### src/rtl/fetch_unit.sv
//==============================================================================
// Module   : fetch_unit
// Brief    : Instruction-fetch stage. Owns the architectural PC, issues one
//            outstanding word fetch over a req/gnt/rvalid handshake, presents
//            the fetched word with PC and PC+4 under valid/ready, and squashes
//            in-flight fetches on branch/jump redirects.
// Options  : FETCH_PERF_CNT_EN - adds perf_fetched / perf_squashed counters.
// Revision : 1.0 - initial release
//==============================================================================
`default_nettype none

module fetch_unit #(
    parameter int                ADDR_W     = 32,
    parameter logic [ADDR_W-1:0] RESET_ADDR = '0
) (
    input  logic              clk,
    input  logic              rst,
`ifdef FETCH_PERF_CNT_EN
    output logic [31:0]       perf_fetched,
    output logic [31:0]       perf_squashed,
`endif
    output logic              imem_req,
    output logic [ADDR_W-1:0] imem_addr,
    input  logic              imem_gnt,
    input  logic              imem_rvalid,
    input  logic [31:0]       imem_rdata,
    output logic              if_valid,
    input  logic              if_ready,
    output logic [31:0]       if_instr,
    output logic [ADDR_W-1:0] if_pc,
    output logic [ADDR_W-1:0] if_pc4,
    input  logic              redirect_valid,
    input  logic [ADDR_W-1:0] redirect_addr
);

    localparam logic [1:0] S_REQ   = 2'd0;
    localparam logic [1:0] S_WAIT  = 2'd1;
    localparam logic [1:0] S_VALID = 2'd2;
    localparam logic [1:0] S_DROP  = 2'd3;

    logic [1:0]        state_q, state_d;
    logic [ADDR_W-1:0] pc_q, pc_d;
    logic              if_valid_q, if_valid_d;
    logic [31:0]       if_instr_q, if_instr_d;
    logic [ADDR_W-1:0] if_pc_q, if_pc_d;
    logic [ADDR_W-1:0] if_pc4_q, if_pc4_d;

    logic [ADDR_W-1:0] redirect_pc;
    logic [ADDR_W-1:0] pc_plus4;
    logic              load_instr;
    logic              redirect_lsb_unused;

    // Redirect targets are word aligned; the two low bits are dropped.
    assign redirect_pc         = {redirect_addr[ADDR_W-1:2], 2'b00};
    assign redirect_lsb_unused = ^redirect_addr[1:0];
    assign pc_plus4            = pc_q + ADDR_W'(4);

    // A response is captured only in WAIT and only if no redirect kills it.
    assign load_instr = (state_q == S_WAIT) && imem_rvalid && !redirect_valid;

    // State register.
    always_ff @(posedge clk) begin
        if (rst) begin
            state_q <= S_REQ;
        end else begin
            state_q <= state_d;
        end
    end

    // Next-state logic; redirect takes priority over every other event.
    always_comb begin
        state_d = state_q;
        case (state_q)
            S_REQ: begin
                if (imem_gnt) begin
                    state_d = redirect_valid ? S_DROP : S_WAIT;
                end
            end
            S_WAIT: begin
                if (redirect_valid) begin
                    state_d = imem_rvalid ? S_REQ : S_DROP;
                end else if (imem_rvalid) begin
                    state_d = S_VALID;
                end
            end
            S_VALID: begin
                if (redirect_valid || if_ready) begin
                    state_d = S_REQ;
                end
            end
            S_DROP: begin
                if (imem_rvalid) begin
                    state_d = S_REQ;
                end
            end
            default: state_d = S_REQ;
        endcase
    end

    // Memory-side outputs: request only in REQ, address is always the PC.
    always_comb begin
        imem_req  = (state_q == S_REQ);
        imem_addr = pc_q;
    end

    // Datapath next values: PC update and downstream output capture.
    always_comb begin
        pc_d       = pc_q;
        if_valid_d = if_valid_q;
        if_instr_d = if_instr_q;
        if_pc_d    = if_pc_q;
        if_pc4_d   = if_pc4_q;
        if (redirect_valid) begin
            pc_d       = redirect_pc;
            if_valid_d = 1'b0;
        end else if (load_instr) begin
            pc_d       = pc_plus4;
            if_valid_d = 1'b1;
            if_instr_d = imem_rdata;
            if_pc_d    = pc_q;
            if_pc4_d   = pc_plus4;
        end else if ((state_q == S_VALID) && if_ready) begin
            if_valid_d = 1'b0;
        end
    end

    // Datapath registers.
    always_ff @(posedge clk) begin
        if (rst) begin
            pc_q       <= RESET_ADDR;
            if_valid_q <= 1'b0;
            if_instr_q <= '0;
            if_pc_q    <= '0;
            if_pc4_q   <= '0;
        end else begin
            pc_q       <= pc_d;
            if_valid_q <= if_valid_d;
            if_instr_q <= if_instr_d;
            if_pc_q    <= if_pc_d;
            if_pc4_q   <= if_pc4_d;
        end
    end

    assign if_valid = if_valid_q;
    assign if_instr = if_instr_q;
    assign if_pc    = if_pc_q;
    assign if_pc4   = if_pc4_q;

`ifdef FETCH_PERF_CNT_EN
    logic [31:0] perf_fetched_q;
    logic [31:0] perf_squashed_q;
    logic        fetched_evt;
    logic        squashed_evt;

    // A transfer killed by a same-cycle redirect is not counted as fetched.
    assign fetched_evt  = (state_q == S_VALID) && if_ready && !redirect_valid;
    assign squashed_evt = imem_rvalid &&
                          ((state_q == S_DROP) || ((state_q == S_WAIT) && redirect_valid));

    // Free-running wrap-around event counters.
    always_ff @(posedge clk) begin
        if (rst) begin
            perf_fetched_q  <= '0;
            perf_squashed_q <= '0;
        end else begin
            if (fetched_evt) begin
                perf_fetched_q <= perf_fetched_q + 32'd1;
            end
            if (squashed_evt) begin
                perf_squashed_q <= perf_squashed_q + 32'd1;
            end
        end
    end

    assign perf_fetched  = perf_fetched_q;
    assign perf_squashed = perf_squashed_q;
`endif

endmodule

`default_nettype wire

### config.mk
export PLATFORM = sky130hd
export DESIGN_NAME = fetch_unit
export DESIGN_NICKNAME = d
export VERILOG_FILES = /design/src/rtl/fetch_unit.sv
export SDC_FILE = /design/constraint.sdc
export NUM_CORES = 1
export LEC_CHECK = 0
export ABC_AREA = 1
export CAP_MARGIN = 5
export CELL_PAD_IN_SITES_DETAIL_PLACEMENT = 1
export CELL_PAD_IN_SITES_GLOBAL_PLACEMENT = 1
export CORE_MARGIN = 10
export CORE_UTILIZATION = 31
export CTS_CLUSTER_DIAMETER = 50
export DETAILED_ROUTE_END_ITERATION = 7
export PLACE_DENSITY_LB_ADDON = 0.15
export SETUP_SLACK_MARGIN = 0.15
export SLEW_MARGIN = 10
export SYNTH_ARGS = -nofsm -noshare
export SYNTH_HDL_FRONTEND = slang
export SYNTH_SLANG_ARGS = --single-unit
### constraint.sdc
create_clock -name clk -period 2.3 [get_ports clk]
set_clock_uncertainty 0.15 [all_clocks]
set_input_delay 0.46 -clock clk [delete_from_list [all_inputs] [get_ports clk]]
set_output_delay 0.46 -clock clk [all_outputs]
set_load 0.02 [all_outputs]
* After elaboration in Yosys (flattened, before gate mapping)
Cells that the tools add are included.
** Word-level totals
- Bits of input ports :: 70
- Word-level logic and storage cells :: 39
- Output and inout bits :: 130
- Bits in registers :: 131
** Cells by class
- Reduce and logical (&&, ||, !) cells :: 11
- Mux-type cells :: 12
- Bitwise gates (word level) :: 1
- Equality and inequality tests :: 7
- Add/subtract/negate cells :: 1
** Operators with widths (number)
- $mux W32 :: 2
- $add A32 B3 Y32 const B :: 1
- $mux W2 :: 7
- $pmux W2 S4 :: 1
- $eq A2 B2 Y1 const B :: 2
- $ne A2 B2 Y1 const B :: 2
- $reduce_and A4 Y1 :: 1
- $reduce_bool A2 Y1 :: 2
- $logic_and A1 B1 Y1 :: 3
- $ne A3 B3 Y1 const B :: 1
- $eq A2 B1 Y1 const B :: 1
- $logic_not A2 Y1 :: 1
- $mux W1 :: 2
- $ne A2 B1 Y1 const B :: 1
- $reduce_and A2 Y1 :: 1
- $reduce_or A2 Y1 :: 1
- $logic_not A1 Y1 :: 1
- $logic_or A1 B1 Y1 :: 1
- $not A1 Y1 :: 1

* Logic depth before layout (Yosys ltp)
Gate-level depths: netlist of run 1.
- Word-level depth :: 5
- Gate-level depth with buffers :: 10
- Mapped depth without buffers :: 10

* Least setup slack after synthesis of run 1
OpenSTA, ideal clock, no wires.
- Path kind :: register to register
- Start point :: register pc_q[3] (netlist: imem_addr[3])
- End point :: register if_pc4_q[18] (netlist: if_pc4[18])
- Data arrival time :: 1.550 ns
- Required time :: 2.080 ns
- Buffers on the path :: 0
- Period minus slack after synthesis :: 1.771 ns
- Slack :: 0.529 ns
- Library setup time :: 0.070 ns
- Stages on the path, launching flop included :: 9
- Cells stage by stage :: dfxtp_1 -> ha_1 -> inv_1 -> nor2_1 -> nand2_2 -> nor2_1 -> xor2_1 -> nand2_1 -> a21oi_1
** Between the ends
- Word-level cells in the longest chain between the ends :: 1
** Ends and longest elaborated chain
- from (decl) :: line 42 : logic [ADDR_W-1:0] pc_q, pc_d;
- from (signal assigned) :: line 136 : pc_q <= pc_d;
- $add A32 B3 Y32 :: line 56 : assign pc_plus4 = pc_q + ADDR_W'(4);
- to (signal assigned) :: line 140 : if_pc4_q <= if_pc4_d;
- to (decl) :: line 46 : logic [ADDR_W-1:0] if_pc4_q, if_pc4_d;
No other way between the ends.
A chain may end at the register's enable or synchronous reset.

* Final worst setup path of run 1
- Start point :: register pc_q[19] (netlist: imem_addr[19])
- End point :: output imem_addr[19]
** RTL lines
- to (decl) :: line 23 : output logic [ADDR_W-1:0] imem_addr,
No word-level cell between the ends.

==> results.md, run 1 <==
* Status: completed
* Clk slew on worst S/H paths at 0.06 ns
* Crit Path Max Fanout at 5
* Critical Path, Cell by Cell: clkdlybuf4s50_1
* Final Max Slew Viols at 0
* Final wirelength at 20200 um
* Post-CTS setup buffer count at 0
* # rows at 48
* Most frequent cells in the layout: nand2_1 (176), clkdlybuf4s50_1 (169), dfxtp_1 (125), nor2_1 (112), o21ai_0 (89)
* Maximum VDD drop at between 0.0005 and 0.0006 V
* Clk sinks at 125
* Cell count after synthesis at 764
* TritonRoute pass-1 iters at 4
* Hold_sp: if_pc4[22]
* Crit. End Element: output port
* Via total after detailed routing at 5512
* #FFs+latches synth at 125
* Final hold vios at 0
* Worst setup SP type: flop
* Routed wire length per instance at 17.1 um
* Initial antenna violation count at 0
* Fillers at 2171
* FF-to-FF setup slack at 0.40 ns
* Area delta synth->final at 50.3%
* F_max at 477 MHz
* Initial Util at 31.5%
* CP max stage delay at 0.66 ns
* Worst flop-to-flop path startpoint: imem_addr[2]
* Die ar. at approximately 0.023 mm2
* Yosys cell types at 29
* DP HPWL at approximately 15000 um
* Post-route ant nets at 0
* Setup_tns at 0 ns
* Most common cell after layout, fill and taps aside: nand2_1
* RSZ-0062 raised after global routing: false
* Port bufs at 191
* Fin crit period at about 2.1 ns
* Post-detailed-route DRC marker count at 0
* Worst hold path cell count at 2
* R2R depth at 8
* Slew HR at 54.5%
* # diodes at 0
* PwrDens at 832 mW/mm2
* Post-Route Utilization at between 40% and 50%
* Num CTS Buffers at 17
* IO Pins at 200
* Total grt overflow at 0
* CTS tree: built
* Final setup viols at 0
* Crit path arrival time at around 1.5 ns
* Avg Cell Area, Syn at 7.07 um2
* Die Ht at 152 um
* Seq/Total Area, Yosys at 46.3%
* H-tree levels at 4
* CP Class: flop to output port
* Nets at 1019
* Cell taking the most area after synthesis: dfxtp_1
* Top Family by Delay on Critical Path: buffers and inverters
* R2r endpoint: imem_addr[22]
* Synth warn at 0
* Synth Cell Area at 0.00541 mm2
* Die Wd at 152 um
* Slew of the pin with the lowest slew margin at 0.682 ns
* Gr usage total at 17.2%
* Critical Path Stages at 1
* Vias in the first global route at 5884
* DRT iter0 DRCs at 176
* Worst path required time at ~1.7 ns
* Max-Cap Viols at 0
* Leak Pwr at 0.00326 uW
* Clock Tree Root: clkbuf_16
* Share of the synthesized area in the top cell type at 46.3%
* Clock buffer depth at 2
* Layout cells sized above 1 at 7.60%
* Worst hold path endpoint: if_pc4[22]
* Worst skew pair latency at 0.42 ns
* Via-to-Cell Ratio at between 4 and 5
* Period Utilization, post-route at between 90% and 100%
* Worst hold path type: flop to flop
* First-pass GRT wire length at 32300 um
* CP max-delay cell: clkdlybuf4s50_1
* Synth area leaders: dfxtp_1 (46%), nand2_1 (12%), o21ai_0 (8.2%)
* Final GP Congestion at 0.816
* Buf/Inv on CP at 1
* Largest net degree at the start of global routing at 67
* Core area at 0.0172 mm2
==> synthesized netlist by cell type <==
cell type  number
nand3b_1        2
nor2_8          1
nor3_1          1
nand2_2         4
nand3_1        25
dfxtp_1       125
inv_2           2
xnor2_1         1
o21ai_1         4
conb_1          1
o21ai_0        89
inv_1          57
nor2_4          4
nand2_1       176
clkinv_1        2
a21oi_1        78
o21ai_2         1
a21oi_2         6
nor2_2          8
clkbuf_1       27
ha_1            1
and2_1          2
nand2_4         1
xor2_1          6
nor2_1        112
buf_4           9
buf_6           2
buf_2           7
a31oi_1        10
==> flip-flops by register name, indices dropped and copies added (netlist names) <==
signal and cells:
if_instr 32, if_pc4 30, if_pc 30, imem_addr 30
state_q 2, if_valid 1
==> cell type report <==
class	instances	area, um2	area share (%)
inverters	61	229	2.82
multi-input cells	538	2470	30.4
clock buffers	22	464	5.71
flip-flops and latches	125	2500	30.8
well taps	225	282	3.46
repair buffers	205	2070	25.4
clock inverters	10	115	1.42
==> worst reg2reg max path, cell delays in order, from the launching register on <==
cell	delay, ns
dfxtp_1	0.42
ha_2	0.27
inv_1	0.07
nor2_1	0.18
nand2_2	0.16
nor2_4	0.19
nand3_1	0.11
nand3_1	0.13
a21oi_1	0.08
==> metal layers <==
| metal | global-route usage (%) | share of wire, % | vias up |
|---|---|---|---|
| li1 | - | - | 2810 |
| met4 | 5.78 | 1.8 | 0 |
| met3 | 8.50 | 9.4 | 20 |
| met1 | 19.0 | 43 | 2539 |
| met5 | 0 | 0 | - |
| met2 | 28.0 | 46 | 143 |
==> report_power, final <==
part           internal [uW]  switching [uW]
sequential              2390             160
clock                   1650            1000
combinational            660             901
total                   4700            2060
==> per-stage QoR <==
stage | cell area, um2 | total power (uW) | hold slack [ns] | cells | setup WS [ns]
6_report | 8130 | 6760 | 0.317 | 1186 | 0.203
5_1_grt | 8130 | 7120 | 0.331 | 1186 | 0.150
4_1_cts | 8100 | 6870 | 0.311 | 1186 | 0.150
3_5_place_dp | 7540 | 4190 | 0.310 | 1154 | 0.151
3_3_place_gp | 7540 | 4170 | 0.302 | 1154 | 0.182
2_1_floorplan | 5420 | 3410 | 0.387 | 769 | 0.529
==> kinds of logic after synthesis <==
kind of cell	count (synthesis)	synth area share (%)
flops	125	46.3
fa+ha+maj	1	0.231
simple gates	336	25.7
compound gates	188	18.1
other cells	1	0.0694
buf+inv	106	8.43
xor+xnor	7	1.13
==> how the worst max path moves through the flow <==
stage | startpoint | endpoint
after global routing | imem_addr[19] | imem_addr[19]
final | imem_addr[19] | imem_addr[19]
after global placement | redirect_valid | imem_addr[10]
after CTS | imem_addr[17] | imem_addr[17]
after detailed placement | redirect_valid | imem_addr[2]
after floorplan | imem_addr[3] | if_pc4[18]
==> what timing repair did <==
action | in CTS | in global routing
setup endpoints to repair | 13 | 10
pin swaps | 0 | 0
endpoints found under the hold margin | 0 | 0
hold buffers | 0 | 0
resized for setup | 13 | 9
Power figures use the tool's default switching activity.
==> run 2: changes to the inputs <==
- CAP_MARGIN: 5 -> 20
- CORE_UTILIZATION: 31 -> 43
- DONT_BUFFER_PORTS: unset -> 1
==> run 2 against run 1 <==
  * Sequential cell count did not move
  * Routed wire length fell by 6.7%
  * Largest power group unchanged
  * Core utilization rose by 4.5 points
  * First-iteration DRC count rose by 32%
  * Final area fell by 22%
  * Clock power rose by 9.4%
  * Non-clock buffer count fell by 178
==> results.md, run 2 (synthesized netlist as in run 1, its figures left out) <==
* Status: completed (unchanged)
* R2R depth at 8 (unchanged)
* Routed wire length per instance at 19.9 um (was 17.1 um)
* Final hold vios at 0 (unchanged)
* Largest net degree at the start of global routing at 75 (was 67)
* Worst setup endpoint: imem_addr[7] (was imem_addr[19])
* Max-Cap Viols at 0 (unchanged)
* Maximum VDD drop at 0.000473 V (was 0.000512 V)
* Area delta synth->final at 16.6% (was 50.3%)
* Final GP Congestion at 0.842 (was 0.816)
* Met1 WL at 7510 um (was 8610 um)
* Worst hold path type: input port to flop (was flop to flop)
* Final Max Slew Viols at 0 (unchanged)
* # rows at 40 (was 48)
* Routed wl met3 at 1900 um (was 1910 um)
* R2r endpoint: imem_addr[7] (was imem_addr[22])
* Nets at 841 (was 1019)
* Initial antenna violation count at 0 (unchanged)
* Crit. End Element: flop (was output port)
* Clk sinks at 125 (unchanged)
* Slew HR at 62.8% (was 54.5%)
* Worst setup SP type: flop (unchanged)
* Total grt overflow at 0 (unchanged)
* Most common cell after layout, fill and taps aside: nand2_1 (unchanged)
* Vias in the first global route at 5412 (was 5884)
* CTS tree: built (unchanged)
* Most frequent cells in the layout: nand2_1 (176), dfxtp_1 (125), nor2_1 (112), o21ai_0 (89), a21oi_1 (78) (was nand2_1 (176), clkdlybuf4s50_1 (169), dfxtp_1 (125), nor2_1 (112), o21ai_0 (89))
* Fillers at 1575 (was 2171)
* FF-to-FF setup slack at 0.41 ns (was 0.40 ns)
* Crit path launch: state_q[0] (was imem_addr[19])
* Num CTS Buffers at 17 (unchanged)
* Crit Path Max Fanout at 22 (was 5)
* Post-detailed-route DRC marker count at 0 (unchanged)
* TritonRoute pass-1 iters at 4 (unchanged)
* Dpl cells at 917 (was 1154)
* Setup_tns at 0 ns (unchanged)
* Largest register FFs at 32 (unchanged)
* Post-CTS setup buffer count at 0 (unchanged)
* Die ar. at 0.0175 mm2 (was 0.0231 mm2)
* Final setup viols at 0 (unchanged)
* Clock buffer depth at 2 (unchanged)
* Slew of the pin with the lowest slew margin at 0.556 ns (was 0.682 ns)
* Via-to-Cell Ratio at 5.25 (was 4.65)
* # diodes at 0 (unchanged)
* F_max at 529 MHz (was 477 MHz)
* Period Utilization, post-route at 82.2% (was 91.2%)
* IO Pins at 200 (unchanged)
* Die Ht at 132 um (was 152 um)
* Worst flop-to-flop path startpoint: state_q[0] (was imem_addr[2])
* Post-Route Utilization at 51.8% (was 47.3%)
* Max layer used: met4 (unchanged)
* Worst skew pair latency at 0.41 ns (was 0.42 ns)
* H-tree levels at 4 (unchanged)
* Port bufs at 0 (was 191)
* First-pass GRT wire length at 30200 um (was 32300 um)
* DRT iter0 DRCs at 232 (was 176)
* Clk slew on worst S/H paths at 0.06 ns (about the same)
* Die Wd at 132 um (was 152 um)
* Core area at 0.0122 mm2 (was 0.0172 mm2)
* Clock Tree Root: clkbuf_16 (unchanged)
* Leak Pwr at 0.00250 uW (was 0.00326 uW)
* Initial Util at 44.4% (was 31.5%)
* Final wirelength at 18900 um (was 20200 um)
* Worst path required time at 2.44 ns (was 1.69 ns)
* Layout cells sized above 1 at 10.6% (was 7.60%)
* Via total after detailed routing at 4996 (was 5512)
* Gr usage total at 21.4% (was 17.2%)
* RSZ-0062 raised after global routing: false (unchanged)
* Crit path arrival time at 2.03 ns (was 1.49 ns)
* PwrDens at 1040 mW/mm2 (was 832 mW/mm2)
* Post-route ant nets at 0 (unchanged)
* Met2 routed WL at 9190 um (was 9350 um)
* Finished Layout Cells at 951 (was 1186)
* Fin crit period at 1.89 ns (was 2.10 ns)
* DP HPWL at 13600 um (was 15100 um)
* CP Class: flop to flop (was flop to output port)
run 2: cell type report:
cell class	count	area [um2]	area share [%]
multi-input cells	538	2470	39.1
clock inverters	9	158	2.50
repair buffers	27	250	3.97
well taps	168	210	3.33
flip-flops and latches	125	2500	39.7
inverters	61	229	3.63
clock buffers	23	488	7.74
run 2: worst max-delay path, cell delays in order, from the launching register on:
cell      delay, ns
dfxtp_1        0.40
inv_2          0.08
nor2_4         0.13
nand2_4        0.09
nand2_1        0.07
buf_4          0.27
clkinv_1       0.33
nand2_1        0.14
a31oi_1        0.10
run 2: per-layer routing:
layer / GRT usage [%] / vias to the layer above
li1: - / 2446
met1: 23.3 / 2380
met2: 35.8 / 151
met3: 10.5 / 19
met4: 6.74 / 0
met5: 0 / -
run 2: how the worst min path moves through the flow:
stage / depth (start not counted) / to / start / slack [ns]
finish: 2 / if_instr[16] / imem_rdata[16] / 0.04
global route: 2 / if_instr[10] / imem_rdata[10] / 0.03
CTS: 2 / if_instr[16] / imem_rdata[16] / 0.02
detailed placement: 1 / if_pc4[11] / rst / 0.38
global placement: 1 / if_pc4[11] / rst / 0.38
floorplan: 2 / if_pc4[2] / if_pc4[2] / 0.39
run 2: report_power, final:
group / switching, uW / total [uW] / internal (uW)
combinational: 570 / 826 / 256
clock: 969 / 2900 / 1930
sequential: 425 / 2820 / 2390
run 2: stage by stage:
stage	setup WS, ns	hold WS, ns	cell area, um2	total power [uW]
2_1_floorplan	0.529	0.387	5420	3410
3_3_place_gp	0.487	0.380	5620	3610
3_5_place_dp	0.413	0.382	5620	3660
4_1_cts	0.384	0.0248	6300	6600
5_1_grt	0.213	0.0281	6300	6850
6_report	0.409	0.0357	6300	6540
run 2: timing repair:
item | CTS | global route
hold buffers | 2 | 0
endpoints found under the hold margin | 61 | 0
gates resized for setup | 0 | 0
==> run 3: changes to the inputs <==
- CORE_UTILIZATION: 43 -> 39
- clock period: 2.3 -> 1.71 ns (I/O delays scaled with it)
==> run 3 against run 2 <==
  * The run now ends with negative hold slack left
  * Critical path type unchanged
  * Die area rose by 8.7%
  * Sequential share of layout area fell by 5.9 points
  * Worst setup slack got worse by 0.33 ns
==> results.md, run 3 (synthesized netlist as in run 1, its figures left out) <==
* Status: finished, violations left (was completed)
* Failing checks: negative hold slack
* DRT iter0 DRCs at 311 (was 232)
* Routed wire length per instance at 21.5 um (was 19.9 um)
* IO Pins at 200 (unchanged)
* Post-detailed-route DRC marker count at 0 (unchanged)
* R2r endpoint: imem_addr[12] (was imem_addr[7])
* Core area at 0.0134 mm2 (was 0.0122 mm2)
* Layout cells sized above 1 at 30.3% (was 10.6%)
* Leak Pwr at 0.00297 uW (was 0.00250 uW)
* Worst path required time at 1.91 ns (was 2.44 ns)
* Nets at 918 (was 841)
* # diodes at 0 (unchanged)
* CTS tree: built (unchanged)
* Crit path launch: state_q[0] (unchanged)
* Final GP Congestion at 0.902 (was 0.842)
* FF-to-FF setup slack at 0.08 ns (was 0.41 ns)
* Via total after detailed routing at 5546 (was 4996)
* Die Wd at 138 um (was 132 um)
* Largest register FFs at 32 (unchanged)
* Worst hold path type: input port to flop (unchanged)
* Clk slew on worst S/H paths at 0.06 ns (about the same)
* Gr usage total at 21.5% (was 21.4%)
* TritonRoute pass-1 iters at 4 (unchanged)
* CTS Hold Bufs at 32 (was 2)
* # rows at 42 (was 40)
* Most frequent cells in the layout: nand2_1 (149), dfxtp_1 (103), o21ai_0 (80), nor2_1 (74), inv_1 (55) (was nand2_1 (176), dfxtp_1 (125), nor2_1 (112), o21ai_0 (89), a21oi_1 (78))
* Num CTS Buffers at 17 (unchanged)
* Clk sinks at 125 (unchanged)
* Worst hold slack at -0.164 ns (was 0.0357 ns)
* Finished Layout Cells at 1036 (was 951)
* CP max stage delay at 0.37 ns (was 0.40 ns)
* Post-route ant nets at 0 (unchanged)
* Worst setup endpoint: imem_addr[12] (was imem_addr[7])
* Met1 WL at 8130 um (was 7510 um)
* Max layer used: met4 (unchanged)
* Fin crit period at 1.63 ns (was 1.89 ns)
* Final hold vios at 61 (was 0)
* Routed wl met3 at 2340 um (was 1900 um)
* Crit path arrival time at 1.83 ns (was 2.03 ns)
* Initial Util at 40.3% (was 44.4%)
* Total grt overflow at 0 (unchanged)
* Worst flop-to-flop path startpoint: state_q[0] (unchanged)
* Die Ht at 138 um (was 132 um)
* Crit Path Max Fanout at 7 (was 22)
* Most common cell after layout, fill and taps aside: nand2_1 (unchanged)
* Clock buffer depth at 2 (unchanged)
* Worst setup SP type: flop (unchanged)
* Setup_tns at 0 ns (unchanged)
* DP Worst Slack at -0.00956 ns (was 0.413 ns)
* Max-Cap Viols at 0 (unchanged)
* Clock Tree Root: clkbuf_16 (unchanged)
* RSZ-0062 raised after global routing: true (was false)
* Worst skew pair latency at 0.42 ns (was 0.41 ns)
* Maximum VDD drop at 0.000665 V (was 0.000473 V)
* Initial antenna violation count at 0 (unchanged)
* Dpl cells at 944 (was 917)
* Final Max Slew Viols at 0 (unchanged)
* R2R depth at 9 (was 8)
* Period Utilization, post-route at 95.5% (was 82.2%)
* Via-to-Cell Ratio at 5.35 (was 5.25)
* Fillers at 1611 (was 1575)
* Post-Route Utilization at 56.4% (was 51.8%)
* First-pass GRT wire length at 31900 um (was 30200 um)
* Vias in the first global route at 5887 (was 5412)
* Multi-input logic area at 0.00290 mm2 (was 0.00247 mm2)
* Die ar. at 0.0190 mm2 (was 0.0175 mm2)
* F_max at 612 MHz (was 529 MHz)
* Final setup viols at 0 (unchanged)
* Critical Path, Cell by Cell: inv_4 -> nor2_4 -> nand2_4 -> nor2_8 -> inv_4 -> buf_12 -> a21oi_2 -> o21ai_2 -> a21oi_2 (was inv_2 -> nor2_4 -> nand2_4 -> nand2_1 -> buf_4 -> clkinv_1 -> nand2_1 -> a31oi_1)
* H-tree levels at 4 (unchanged)
* Final wirelength at 22300 um (was 18900 um)
* Port bufs at 0 (unchanged)
* CP max-delay cell: dfxtp_4 (was dfxtp_1)
* CP Class: flop to flop (unchanged)
* Register area at 0.00255 mm2 (was 0.00250 mm2)
* Largest net degree at the start of global routing at 63 (was 75)
* PwrDens at 1230 mW/mm2 (was 1040 mW/mm2)
* DP HPWL at 14400 um (was 13600 um)
* Met2 routed WL at 11100 um (was 9190 um)
* Post-route setup slack at 0.0768 ns (was 0.409 ns)
* Area delta synth->final at 39.9% (was 16.6%)
* Crit. End Element: flop (unchanged)
[run 3: changes by cell type in the layout (fill, tap and decap cells not counted), sizes merged]
| cell | delta |
|---|---|
| buf | +43 |
| dlygate4sd3 | +31 |
| clkinvlp | +5 |
| inv | +3 |
| clkbuf | -2 |
| clkinv | -2 |
| bufinv | -1 |
[run 3: what timing repair did]
| action | 4_1_cts | 5_1_grt |
|---|---|---|
| setup buffers | 11 | 12 |
| setup endpoints to repair | 94 | 124 |
| hold endpoints to repair | 93 | 61 |
| gates cloned | 0 | 5 |
| gates resized for setup | 53 | 121 |
| pin swaps | 17 | 44 |
[run 3: worst max-delay path: cells and delay by family, from the launching register on]
kind | cells | cell delay [ns]
buf+inv | 3 | 0.26
simple gates | 3 | 0.39
compound gates | 3 | 0.38
flops | 1 | 0.37
[run 3: layout make-up]
class | instances | area share, %
repair buffers | 104 | 13.8
well taps | 176 | 2.91
multi-input cells | 538 | 38.3
inverters | 61 | 3.14
clock inverters | 14 | 2.22
clock buffers | 18 | 5.81
flip-flops and latches | 125 | 33.8
[run 3: layer usage]
| layer | global-route usage (%) | vias to the layer above |
|---|---|---|
| met2 | 37.3 | 208 |
| met5 | 0 | - |
| li1 | - | 2606 |
| met1 | 21.5 | 2686 |
| met3 | 10.5 | 46 |
| met4 | 8.92 | 0 |
[run 3: how the worst min path moves through the flow]
| stage | start | end | slack, ns | depth (start not counted) |
|---|---|---|---|---|
| global route | rst | imem_addr[11] | -0.18 | 1 |
| floorplan | imem_rdata[27] | if_instr[27] | 0.33 | 2 |
| global placement | rst | imem_addr[11] | 0.26 | 1 |
| detailed placement | rst | imem_addr[11] | 0.26 | 1 |
| CTS | rst | imem_addr[11] | -0.18 | 1 |
| finish | rst | imem_addr[11] | -0.16 | 1 |
[run 3: per-stage QoR]
stage	total power, uW	cell area (um2)
4_1_cts	9010	7010
2_1_floorplan	4590	5460
6_report	9270	7560
3_5_place_dp	5040	5830
5_1_grt	9650	7560
3_3_place_gp	4950	5830
[run 3: power breakdown]
part | total (uW) | switching, uW | internal [uW]
Combinational | 1760 | 1030 | 730
Sequential | 3780 | 557 | 3230
Clock | 3730 | 1400 | 2330
Total | 9270 | 2990 | 6280
